$ cat src/rtl/proj_select_hub.sv
// proj_select_hub: routes one of N_PROJ project pad buses to the pads, with a
// debounced select, a blank-and-reset switch sequence and registered outputs.
// Latency: 1 cycle proj_out->io_out in LIVE; 1+BLANK_CYC+SETTLE_CYC cycles from
// a select change to first live data. No backpressure: pads sample every cycle.
//
// Ports:
//   clk, rst        clock and asynchronous active-low reset
//   sel             requested project
//   proj_out/oeb    concatenated project pad data / output enables, WIDTH each
//   io_out/io_oeb   registered pad data / output enable (1 = hi-Z)
//   proj_rst_n      per-project active-low reset
//   active_sel      committed select
//   switching       high during BLANK and RELEASE
//   sel_err         high while the committed select is out of range
module proj_select_hub #(
  parameter int N_PROJ       = 11,
  parameter int WIDTH        = 16,
  parameter int SEL_W        = 4,
  parameter int BLANK_CYC    = 2,
  parameter int SETTLE_CYC   = 4,
  parameter int RST_INACTIVE = 1
) (
  input  logic                      clk,
  input  logic                      rst,
  input  logic [SEL_W-1:0]          sel,
  input  logic [N_PROJ*WIDTH-1:0]   proj_out,
  input  logic [N_PROJ*WIDTH-1:0]   proj_oeb,
  output logic [WIDTH-1:0]          io_out,
  output logic [WIDTH-1:0]          io_oeb,
  output logic [N_PROJ-1:0]         proj_rst_n,
  output logic [SEL_W-1:0]          active_sel,
  output logic                      switching,
  output logic                      sel_err
);

  localparam int CNT_MAX = (BLANK_CYC > SETTLE_CYC) ? BLANK_CYC : SETTLE_CYC;
  localparam int CNT_W   = (CNT_MAX < 1) ? 1 : $clog2(CNT_MAX + 1);

  localparam logic [CNT_W-1:0] BLANK_LAST  = CNT_W'(BLANK_CYC - 1);
  localparam logic [CNT_W-1:0] SETTLE_LAST = CNT_W'(SETTLE_CYC - 1);
  // One extra bit so N_PROJ == 2**SEL_W is representable.
  localparam logic [SEL_W:0]   N_PROJ_EXT  = (SEL_W+1)'(N_PROJ);

  typedef enum logic [1:0] {
    ST_BLANK   = 2'd0,
    ST_RELEASE = 2'd1,
    ST_LIVE    = 2'd2,
    ST_ERR     = 2'd3
  } state_t;

  state_t             state_q;
  logic [CNT_W-1:0]   cnt_q;
  logic [SEL_W-1:0]   sel_q;

  logic               sel_in_range;
  logic               accept;
  logic [WIDTH-1:0]   live_out;
  logic [WIDTH-1:0]   live_oeb;
  logic [N_PROJ-1:0]  run_mask;

  assign sel_in_range = ({1'b0, sel} < N_PROJ_EXT);

  // A select must be stable for two consecutive edges before it is taken.
  // Re-selecting the committed value is only meaningful to leave ERR.
  assign accept = (sel == sel_q) &&
                  ((sel != active_sel) || ((state_q == ST_ERR) && sel_in_range));

  // Explicit compare-mux rather than a variable part-select so an out-of-range
  // committed select can never index past the concatenated buses.
  always_comb begin
    live_out = '0;
    live_oeb = '0;
    run_mask = '0;
    for (int k = 0; k < N_PROJ; k++) begin
      if (active_sel == SEL_W'(k)) begin
        live_out = proj_out[k*WIDTH +: WIDTH];
        live_oeb = proj_oeb[k*WIDTH +: WIDTH];
      end
      run_mask[k] = (active_sel == SEL_W'(k)) || (RST_INACTIVE == 0);
    end
  end

  always_ff @(posedge clk or negedge rst) begin
    if (!rst) begin
      state_q    <= ST_BLANK;
      cnt_q      <= '0;
      sel_q      <= '0;
      active_sel <= '0;
      io_out     <= '0;
      io_oeb     <= '1;
      proj_rst_n <= '0;
      switching  <= 1'b1;
      sel_err    <= 1'b0;
    end else begin
      sel_q <= sel;
      if (accept) begin
        // A new select restarts the sequence from any state.
        active_sel <= sel;
        cnt_q      <= '0;
        io_out     <= '0;
        io_oeb     <= '1;
        proj_rst_n <= '0;
        if (sel_in_range) begin
          state_q   <= ST_BLANK;
          switching <= 1'b1;
          sel_err   <= 1'b0;
        end else begin
          state_q   <= ST_ERR;
          switching <= 1'b0;
          sel_err   <= 1'b1;
        end
      end else begin
        case (state_q)
          ST_BLANK: begin
            if (cnt_q == BLANK_LAST) begin
              state_q    <= ST_RELEASE;
              cnt_q      <= '0;
              proj_rst_n <= run_mask;
            end else begin
              cnt_q <= cnt_q + 1'b1;
            end
          end
          ST_RELEASE: begin
            if (cnt_q == SETTLE_LAST) begin
              // First live sample is taken on the edge that enters LIVE.
              state_q   <= ST_LIVE;
              cnt_q     <= '0;
              switching <= 1'b0;
              io_out    <= live_out;
              io_oeb    <= live_oeb;
            end else begin
              cnt_q <= cnt_q + 1'b1;
            end
          end
          ST_LIVE: begin
            io_out <= live_out;
            io_oeb <= live_oeb;
          end
          ST_ERR: begin
            // Held blanked until an in-range select is accepted.
          end
          default: begin
            state_q    <= ST_BLANK;
            cnt_q      <= '0;
            io_out     <= '0;
            io_oeb     <= '1;
            proj_rst_n <= '0;
            switching  <= 1'b1;
            sel_err    <= 1'b0;
          end
        endcase
      end
    end
  end

endmodule

$ cat config.mk
export PLATFORM = sky130hd
export DESIGN_NAME = proj_select_hub
export DESIGN_NICKNAME = d
export VERILOG_FILES = /design/src/rtl/proj_select_hub.sv
export SDC_FILE = /design/constraint.sdc
export NUM_CORES = 1
export LEC_CHECK = 0
export BUFFER_PORTS_ARGS = -buffer_cell sky130_fd_sc_hd__buf_2
export CORE_AREA = 4 4 157 159
export DETAILED_ROUTE_END_ITERATION = 12
export DIE_AREA = 0 0 161 163
export PLACE_DENSITY = 0.52
export REMOVE_ABC_BUFFERS = 1
export SLEW_MARGIN = 20
export SYNTH_ARGS = -nofsm -noshare
export SYNTH_HDL_FRONTEND = slang
export SYNTH_SLANG_ARGS = --single-unit
$ cat constraint.sdc
create_clock -name clk -period 1.95 [get_ports clk]
set_clock_uncertainty 0.15 [all_clocks]
set_input_delay 0.0975 -clock clk [delete_from_list [all_inputs] [get_ports clk]]
set_output_delay 0.0975 -clock clk [all_outputs]
set_load 0.01 [all_outputs]
==> results.json <==
{
  "setup_ws_ns": -0.154,
  "p_seq_share_pct": 15.1,
  "drive_gt1_share_pct": 57.2,
  "antenna_found_initial": 6,
  "root_buffer": "clkbuf_16",
  "wl_per_cell_microns": 22.3,
  "synth_top_cell_by_area": "dfrtp_1",
  "finalNetCount": 1603,
  "synth.most_common_cell": "nand2_1",
  "track_usage_pct": 25.1,
  "pwr-share-comb_pct": 75.3,
  "final_util_pct": 45.1,
  "internal-power_mw": 8.34,
  "grt_pass1_vias": 8307,
  "via_per_inst": 5.21,
  "routed_wl_mm": 35.0,
  "grt_max_degree": 35,
  "setup_violations": 29,
  "synth_commonest_cells": "nand2_1, a21oi_1, o21ai_0, dfrtp_1, nor2_1",
  "drtIter0Drc": 619,
  "syn_avg_cell_area_sq_um": 8.15,
  "area_growth_pct": 77.9,
  "die_x_microns": 161,
  "tightest_slew_ns": 0.450,
  "grt.overflow.total": 0,
  "grt_pass1_wl_mm": 50.4,
  "yosysUniqueCellTypes": 63,
  "p_switching_mw": 7.13,
  "final_max_slew_viol_count": 0,
  "peakVddDrop_mv": 0.587,
  "fin_crit_sh_pct": 108,
  "place_inst": 1480,
  "dp_slack_ns": -0.253,
  "synth_seq_area_share_pct": 25.0,
  "start_util_pct": 25.3,
  "p_per_area_nw_per_um2": 1470,
  "drc": 0,
  "critPathRequiredTime_ns": 2.07,
  "synthTopCellsByArea": "dfrtp_1, dfstp_2, mux2_2",
  "netlist_instances": 723,
  "die_area_sq_um": 26200,
  "fp.dieH_microns": 163,
  "clkPwrFrac_pct": 9.6,
  "fin_area_sq_um": 10500,
  "finalHoldViolCount": 0,
  "cp.arrival_ns": 2.22,
  "dr.pass1.iters": 6,
  "synth_xor_area_share_pct": 1.19,
  "fin_crit_ns": 2.10,
  "maxCapViolCount": 0,
  "instances_no_fill": 1570,
  "place_area_sq_um": 8990,
  "violations": "setup timing",
  "synth_compound_area_share_pct": 33.9,
  "synth_top_family_by_area": "compound AO/OA/AOI/OAI gates",
  "rows": 56,
  "clockBufferDepth": 2,
  "synth.top_cell.area_share_pct": 17.4,
  "finalSetupTns_ns": -1.66,
  "syn_area_sq_um": 5890,
  "h-tree-depth": 3,
  "rsz0062_at_grt": "true",
  "fmax_mhz": 475,
  "gp_congestion": 0.949,
  "yosysWarnings": 0,
  "coreArea_sq_um": 23300,
  "ioPinCount": 407,
  "cts.sinks": 58,
  "relSlewSlack_pct": 70.0,
  "switching_share_pct": 46.1,
  "path_clk_slew_ns": 0.06,
  "vias": 8182,
  "endpoint_kind": "flop",
  "muxShareOfSynthArea_pct": 15.5,
  "ys.flop_type": "dfrtp_1",
  "numCtsBuffers": 9,
  "status": "complete, but fails checks",
  "dp_hpwl_mm": 27.1,
  "leakage_nw": 4.77,
  "start_kind": "flop",
  "hold_path.class": "in2reg",
  "cts_tree": "done",
  "ys_seq_elements": 58,
  "cp_max_fo": 6,
  "ys_async_sr_fraction_pct": 100,
  "portBuffers": 406,
  "synth_simple_gate_area_share_pct": 15.7,
  "synth_edf_count": 0,
  "synthAdderAreaFrac_pct": 0.849,
  "critPathKind": "reg2reg",
  "postRouteAntennaNets": 0,
  "clk-insertion-delay-late_ns": 0.34
}
==> per-stage QoR <==
stage	hold WS, ns	power, mW
4_1_cts	0.00404	14.6
3_5_place_dp	-0.0673	12.1
6_report	0.00631	15.5
5_1_grt	0.0381	16.5
3_3_place_gp	-0.0617	12.0
2_1_floorplan	-0.348	7.28
==> final timing paths <==
check	from	to	slack [ns]	cells past startpoint
worst max-delay path	active_sel[0]	io_out[8]	-0.15	9
worst min-delay path	proj_oeb[156]	io_oeb[12]	0.006	4
worst max register to register	active_sel[0]	io_out[8]	-0.15	9
worst min register to register	sel_err	sel_err	0.33	2
max in group asynchronous	rst	io_oeb[2]	0.93	3
min in group asynchronous	rst	state_q[1]	0.10	2
==> layout by cell type, fill, tap and decap left out, types with 5 or more instances in the layout <==
cell	instances
nand2_1	67
buf_2	405
o21a_1	9
mux2i_1	18
buf_6	21
a31oi_1	14
mux2_2	34
o221ai_2	6
dfstp_2	17
a22o_1	6
nand3b_1	6
o2bb2ai_1	8
a221oi_2	6
a21oi_1	63
buf_4	99
a22oi_1	13
o22ai_1	26
nor2_1	31
nor2b_1	5
nor3_1	20
a32oi_1	6
xnor2_1	7
o21ai_0	43
a221oi_1	5
buf_12	21
a211oi_1	9
dfrtp_1	37
clkbuf_16	12
o211ai_1	17
a21oi_2	5
inv_1	8
nand3_1	11
nor2_2	7
mux4_2	15
o21ai_1	27
diode_2	5
dlygate4sd3_1	33
==> power groups by stage <==
stage / Clock, mW / Sequential, mW / Combinational [mW]
2_1_floorplan: 0 / 2.97 / 4.31
3_3_place_gp: 0 / 2.35 / 9.65
3_5_place_dp: 0 / 2.35 / 9.70
4_1_cts: 1.52 / 2.31 / 10.7
5_1_grt: 1.57 / 2.41 / 12.5
6_report: 1.49 / 2.34 / 11.6
==> state kept, by name, indices dropped and copies added, names as in the netlist <==
name        count
cnt_q           3
state_q         2
proj_rst_n     11
sel_err         1
active_sel      4
io_out         16
io_oeb         16
sel_q           4
switching       1
==> kinds of logic (layout without fill, tap and decap cells) <==
| group | count (synthesis) | after routing |
|---|---|---|
| other cells | 0 | 5 |
| simple gates | 190 | 190 |
| fa+ha+maj | 4 | 4 |
| buf+inv | 88 | 610 |
| flops | 58 | 58 |
| mux | 68 | 68 |
| xor+xnor | 8 | 8 |
| compound gates | 307 | 308 |
==> layer usage <==
metal / GRT usage, % / share of wire [%] / wire length (microns)
met1: 32.5 / 43 / 14900
met2: 42.2 / 48 / 16900
met3: 5.04 / 6.6 / 2320
met4: 8.18 / 2.4 / 823
met5: 0 / 0 / 0
==> layout make-up <==
cell class                 count  area, sq um
clock inverter                 7         46.3
tap                          319          399
multi-input combinational    578         4390
fill                        2392        12800
timing repair buffer         585         3890
sequential                    58         1480
clock buffer                   9          225
antenna                        5         12.5
inverter                       9         33.8
==> critical path, stage by stage (launching register included) <==
cell,delay [ns]
dfrtp_4,0.54
buf_6,0.16
buf_6,0.11
buf_6,0.10
nor2_4,0.17
buf_6,0.12
o221ai_2,0.07
o21ai_1,0.08
or3b_1,0.36
a31oi_1,0.16
==> timing repair <==
action                                  CTS  global route
cloned                                    1             4
endpoints found under the setup margin   35            43
setup buffers                            21            11
resized for setup                        73            70
hold buffers                             33             0
hold endpoints to repair                 81             0
pin swaps                                21            19
Power figures use the tool's default switching activity.
